File: config.mk
export PLATFORM = sky130hd
export DESIGN_NAME = mem_port_arbiter
export DESIGN_NICKNAME = d
export VERILOG_FILES = /design/src/rtl/mem_port_arbiter.sv
export SDC_FILE = /design/constraint.sdc
export NUM_CORES = 1
export LEC_CHECK = 0
export ABC_AREA = 1
export BUFFER_PORTS_ARGS = -buffer_cell sky130_fd_sc_hd__buf_2
export CELL_PAD_IN_SITES_DETAIL_PLACEMENT = 1
export CELL_PAD_IN_SITES_GLOBAL_PLACEMENT = 2
export CORE_UTILIZATION = 23
export DETAILED_ROUTE_END_ITERATION = 16
export GPL_TIMING_DRIVEN = 0
export PLACE_DENSITY_LB_ADDON = 0.1
export SYNTH_ARGS = -nofsm -noshare
export SYNTH_HDL_FRONTEND = slang
export SYNTH_SLANG_ARGS = --single-unit
File: constraint.sdc
create_clock -name clk -period 4.6 [get_ports clk]
set_input_delay 0.69 -clock clk [delete_from_list [all_inputs] [get_ports clk]]
set_output_delay 0.69 -clock clk [all_outputs]
set_load 0.005 [all_outputs]
File: src/rtl/mem_port_arbiter.sv
// Two-master (ibus/dbus) arbiter onto one shared memory port with a response watchdog.
// Define ARB_RR_EN for round-robin tie-breaking; otherwise dbus has fixed priority.
module mem_port_arbiter #(
  parameter int unsigned ADDR_W  = 32,
  parameter int unsigned DATA_W  = 32,
  parameter int unsigned MASK_W  = 4,
  parameter int unsigned TIMEOUT = 255
) (
  input  logic              clk,
  input  logic              rst,
  input  logic              I_ibus_req,
  input  logic              I_ibus_we,
  input  logic [ADDR_W-1:0] I_ibus_addr,
  input  logic [DATA_W-1:0] I_ibus_data,
  input  logic [MASK_W-1:0] I_ibus_mask,
  output logic [DATA_W-1:0] O_ibus_data,
  output logic              O_ibus_ready,
  output logic              O_ibus_err,
  input  logic              I_dbus_req,
  input  logic              I_dbus_we,
  input  logic [ADDR_W-1:0] I_dbus_addr,
  input  logic [DATA_W-1:0] I_dbus_data,
  input  logic [MASK_W-1:0] I_dbus_mask,
  output logic [DATA_W-1:0] O_dbus_data,
  output logic              O_dbus_ready,
  output logic              O_dbus_err,
  output logic              O_mem_req,
  output logic              O_mem_we,
  output logic [ADDR_W-1:0] O_mem_addr,
  output logic [DATA_W-1:0] O_mem_data,
  output logic [MASK_W-1:0] O_mem_mask,
  input  logic [DATA_W-1:0] I_mem_data,
  input  logic              I_mem_ready,
  output logic              O_busy
);

  localparam int unsigned CNT_W   = 16;
  localparam logic [CNT_W-1:0] WD_LAST = CNT_W'(TIMEOUT - 1);
  localparam logic [CNT_W-1:0] CNT_MAX = '1;
  localparam bit               WD_EN   = (TIMEOUT != 0);

  typedef enum logic [1:0] {IDLE, ACCESS, RESP} state_t;

  state_t             state, state_nx;
  logic               grant, grant_nx;
  logic [CNT_W-1:0]   wd_cnt, wd_cnt_nx;
  logic               pick;
  logic               mem_we_nx;
  logic [ADDR_W-1:0]  mem_addr_nx;
  logic [DATA_W-1:0]  mem_data_nx;
  logic [MASK_W-1:0]  mem_mask_nx;
  logic [DATA_W-1:0]  ibus_data_nx, dbus_data_nx;
  logic               ibus_err_nx, dbus_err_nx;
  logic               ibus_ready_nx, dbus_ready_nx;
  logic               mem_req_nx, busy_nx;

  // Tie-break: pick = 1 selects dbus
`ifdef ARB_RR_EN
  logic last, last_nx;
  always_comb begin
    if (I_ibus_req && I_dbus_req) pick = ~last;
    else                          pick = I_dbus_req;
  end
`else
  always_comb pick = I_dbus_req;
`endif

  always_ff @(posedge clk or posedge rst) begin
    if (rst) begin
      state        <= IDLE;
      grant        <= 1'b0;
      wd_cnt       <= '0;
      O_mem_req    <= 1'b0;
      O_mem_we     <= 1'b0;
      O_mem_addr   <= '0;
      O_mem_data   <= '0;
      O_mem_mask   <= '0;
      O_ibus_data  <= '0;
      O_dbus_data  <= '0;
      O_ibus_err   <= 1'b0;
      O_dbus_err   <= 1'b0;
      O_ibus_ready <= 1'b0;
      O_dbus_ready <= 1'b0;
      O_busy       <= 1'b0;
`ifdef ARB_RR_EN
      last         <= 1'b1;
`endif
    end else begin
      state        <= state_nx;
      grant        <= grant_nx;
      wd_cnt       <= wd_cnt_nx;
      O_mem_req    <= mem_req_nx;
      O_mem_we     <= mem_we_nx;
      O_mem_addr   <= mem_addr_nx;
      O_mem_data   <= mem_data_nx;
      O_mem_mask   <= mem_mask_nx;
      O_ibus_data  <= ibus_data_nx;
      O_dbus_data  <= dbus_data_nx;
      O_ibus_err   <= ibus_err_nx;
      O_dbus_err   <= dbus_err_nx;
      O_ibus_ready <= ibus_ready_nx;
      O_dbus_ready <= dbus_ready_nx;
      O_busy       <= busy_nx;
`ifdef ARB_RR_EN
      last         <= last_nx;
`endif
    end
  end

  // Next state; all registered outputs are computed from the state being entered
  always_comb begin
    state_nx     = state;
    grant_nx     = grant;
    wd_cnt_nx    = wd_cnt;
    mem_we_nx    = O_mem_we;
    mem_addr_nx  = O_mem_addr;
    mem_data_nx  = O_mem_data;
    mem_mask_nx  = O_mem_mask;
    ibus_data_nx = O_ibus_data;
    dbus_data_nx = O_dbus_data;
    ibus_err_nx  = O_ibus_err;
    dbus_err_nx  = O_dbus_err;
`ifdef ARB_RR_EN
    last_nx      = last;
`endif
    case (state)
      IDLE: begin
        if (I_ibus_req || I_dbus_req) begin
          grant_nx    = pick;
`ifdef ARB_RR_EN
          last_nx     = pick;
`endif
          mem_we_nx   = pick ? I_dbus_we   : I_ibus_we;
          mem_addr_nx = pick ? I_dbus_addr : I_ibus_addr;
          mem_data_nx = pick ? I_dbus_data : I_ibus_data;
          mem_mask_nx = pick ? I_dbus_mask : I_ibus_mask;
          wd_cnt_nx   = '0;
          state_nx    = ACCESS;
        end
      end
      ACCESS: begin
        if (O_mem_req && I_mem_ready) begin
          if (grant) begin
            dbus_data_nx = I_mem_data;
            dbus_err_nx  = 1'b0;
          end else begin
            ibus_data_nx = I_mem_data;
            ibus_err_nx  = 1'b0;
          end
          state_nx = RESP;
        end else if (WD_EN && (wd_cnt == WD_LAST)) begin
          if (grant) begin
            dbus_data_nx = '0;
            dbus_err_nx  = 1'b1;
          end else begin
            ibus_data_nx = '0;
            ibus_err_nx  = 1'b1;
          end
          state_nx = RESP;
        end else if (wd_cnt != CNT_MAX) begin
          wd_cnt_nx = wd_cnt + CNT_W'(1);
        end
      end
      RESP:    state_nx = IDLE;
      default: state_nx = IDLE;
    endcase
    mem_req_nx    = (state_nx == ACCESS);
    busy_nx       = (state_nx != IDLE);
    ibus_ready_nx = (state_nx == RESP) && !grant_nx;
    dbus_ready_nx = (state_nx == RESP) &&  grant_nx;
  end

endmodule

==> results_dict.tcl <==
set metrics [dict create \
    wire_length_of_the_first_global_routing_pass_um 45100 \
    dpl_cell_area_um2 9320 \
    number_of_levels_in_the_clock_h_tree 4 \
    peak_clock_frequency_supported_by_timing_mhz 515 \
    synth.net_count 1053 \
    hold_ws_ns 0.390 \
    final_critical_path_share_of_the_clock_period_pct 42.3 \
    cpLargestDelayFamily "simple AND/OR/NAND/NOR gates" \
    first_iter_violations 305 \
    worst_path_max_delay_cell "nor2_1" \
    cts.sink_count 158 \
    worstMarginPinSlew_ns 0.769 \
    post_cts.repair.setup_buffers 0 \
    grt_start_max_net_pins 37 \
    grt_setup_unrepaired "false" \
    final_clock_skew_ns 0.0186 \
    dr_total_vias 7224 \
    post-route-drc-count 0 \
    met3_wirelength_um 2220 \
    power_per_cell_area_nw_per_um2 629 \
    cp.buffers_inverters 1 \
    path_max_fanout 9 \
    die_h_um 179 \
    detail_route.wl_per_cell_um 18.0 \
    cellLeakagePower_nw 5.14 \
    synth.avg_cell_area_um2 8.20 \
    multi_input_comb_area_um2 2870 \
    synth_seq_area_share_pct 55.1 \
    critical_path.max_stage_delay_ns 0.54 \
    layout-drive-gt1-share_pct 31.9 \
    max-clock-path-buffers 2 \
    design.final.nets 1388 \
    critical_path_class "register to register" \
    worst_skew_pair.late_latency_ns 0.44 \
    cts.hold.buffers_added 0 \
    critPathRequiredTime_ns 4.97 \
    synth_area_um2 7180 \
    sequential_cell_area_um2 3950 \
    finalWirelength_um 29300 \
    worst-r2r-setup-slack_ns 2.66 \
    number_of_max_cap_violations 0 \
    critical-path-top-cell-by-count "nand2_1" \
    synth_cells 876 \
    irDropWorstVdd_uv 238 \
    areaGrowthSynthToFinish_pct 38.4 \
    highest_layer "met5" \
    status "finished clean" \
    timing.critical_path.cells "nand2_1 -> inv_2 -> nand3_1 -> nor2_1 -> nand2_1 -> nand2_1" \
    floorplan.core_area_um2 30700 \
    setup_total_negative_slack_ns 0 \
    wl_met2_um 14300 \
    final_hold_viol_count 0 \
    finalMaxSlewViolations 0 \
    ys_ff_latch 158 \
    start_util_pct 23.4 \
    post_synth_main_area_contributors "dfrtp_1 (55%), nand2_1 (18%), a31oi_1 (6.0%)" \
    placed_wire_length_estimate_um 22500 \
    synth-warning-count 0 \
    nature_of_the_critical_path_endpoint "register" \
    tritoncts.num_buffers 17 \
    pin_count 314 \
    core.rowCount 64 \
    design.die.area_um2 31900 \
    synth_largest_type_area_fraction_pct 55.1 \
    clk_transition_reported_paths_ns 0.07 \
    netlist-cell-type-count 27 \
    place.gp.congestion 0.760 \
    grt_pass1_vias 7621 \
    grt_overflow_total 0 \
    grt.total_usage_pct 18.9 \
    final_setup_viols 0 \
    rr_endpoint "wd_cnt[0]" \
    placement.io_buffers 312 \
    detail_routed_via_count_per_cell 4.43 \
    final_antenna_net_count 0 \
    grt_antenna_before_repair 15 \
    period_minus_slack_ns 1.94 \
    hold_path_class "primary input to asynchronous set/reset pin" \
    synth_top_area_cell "dfrtp_1" \
    met1_layer_wirelength_in_the_final_routing_um 12300 \
    fillCellCount 3806 \
    reg2regPathDepth 6 \
    cts_resized 0 \
    chipWidth_um 179 \
    max_slew_margin_pct 48.6 \
    crit_arrival_ns 2.31 \
    tritoncts_clock_tree "yes" \
    final_design_area_no_fill_um2 9940 \
    clock-root-buffer "clkbuf_16" \
    origin_of_the_critical_flop_to_flop_path "state[0]" \
    drtPass1Iterations 4 \
    setup.worst_path.start_class "register" \
]
[layer usage]
| metal | vias up | global-route usage, % |
|---|---|---|
| met4 | 16 | 4.94 |
| met3 | 37 | 6.72 |
| met5 | - | 0 |
| met1 | 3385 | 22.6 |
| li1 | 3566 | - |
| met2 | 220 | 32.1 |
[worst max path at each step]
stage	start	endpoint	slack [ns]	cells after the start
after floorplan	rst	O_busy	1.91	1
after global placement	rst	O_ibus_data[0]	0.46	2
after detailed placement	I_dbus_req	wd_cnt[11]	2.17	9
after CTS	state[0]	wd_cnt[1]	2.55	6
after global routing	state[0]	wd_cnt[0]	2.36	6
final	state[0]	wd_cnt[0]	2.66	6
[cells in the final DEF (no fill, tap or decap), drive strengths merged]
cell type and count:
a31oi 69, buf 346, bufinv 1, clkbuf 46, clkinv 4, clkinvlp 2, dfrtp 158, diode 9
ha 2, inv 34, nand2 357, nand3 24, nand4 67, nor2 102, nor3 1, nor3b 1
o21ai 2, o21bai 2, o22ai 1, or2 1, xnor2 1, xor2 3
[cell families (layout without fill, tap and decap cells)]
kind of cell,count (synthesis),after routing,share of synthesized area [%]
compound gates,74,74,6.45
simple gates,553,553,32.6
xor+xnor,4,4,0.488
flops,158,158,55.1
other cells,0,9,0
fa+ha+maj,2,2,0.348
buf+inv,85,433,5.02
[synthesized netlist by cell type]
| library cell | n |
|---|---|
| inv_2 | 3 |
| nor3b_1 | 1 |
| buf_2 | 27 |
| buf_1 | 2 |
| o21bai_1 | 2 |
| nand2_2 | 2 |
| nand2_4 | 2 |
| nor2_4 | 3 |
| a31oi_1 | 69 |
| nor2_2 | 2 |
| clkinv_1 | 1 |
| buf_6 | 1 |
| nand3_2 | 3 |
| dfrtp_1 | 158 |
| nand2_1 | 353 |
| o22ai_1 | 1 |
| clkbuf_1 | 28 |
| xnor2_1 | 1 |
| nor2_1 | 97 |
| or2_1 | 1 |
| xor2_1 | 3 |
| nand3_1 | 21 |
| o21ai_0 | 2 |
| ha_1 | 2 |
| nor3_1 | 1 |
| nand4_1 | 67 |
| inv_1 | 23 |
[sequential cells by signal, indices dropped and copies added (netlist names)]
name	count
O_mem_req	1
wd_cnt	16
O_dbus_ready	1
O_ibus_err	1
O_ibus_data	32
O_mem_data	32
state	2
O_mem_mask	4
O_mem_we	1
O_busy	1
grant	1
O_mem_addr	32
O_dbus_data	32
O_dbus_err	1
O_ibus_ready	1
[power by group]
group / internal [W] / switching [W]
combinational: 0.000934 / 0.00154
sequential: 0.00199 / 0.000321
clock: 0.000780 / 0.000692
[final cells by class]
type | count | area share (%)
Antenna cell | 9 | 0.227
Buffer | 58 | 2.61
Clock inverter | 14 | 1.66
Inverter | 27 | 1.06
Multi-Input combinational cell | 633 | 28.8
Sequential cell | 158 | 39.8
Tap cell | 396 | 4.99
Timing Repair Buffer | 316 | 16.5
Clock buffer | 18 | 4.32
[metrics by stage]
stage                     utilization, %  worst slack (ns)  cells  power (W)
after floorplan                        -              1.91    876    0.00358
after global placement              30.1             0.462   1584    0.00485
after detailed placement            30.4              2.17   1588    0.00490
after CTS                           32.3              2.55   1620    0.00640
after global routing                32.4              2.36   1625    0.00679
final                               32.4              2.66   1629    0.00625
No activity file was read; power rests on OpenSTA's default activity.
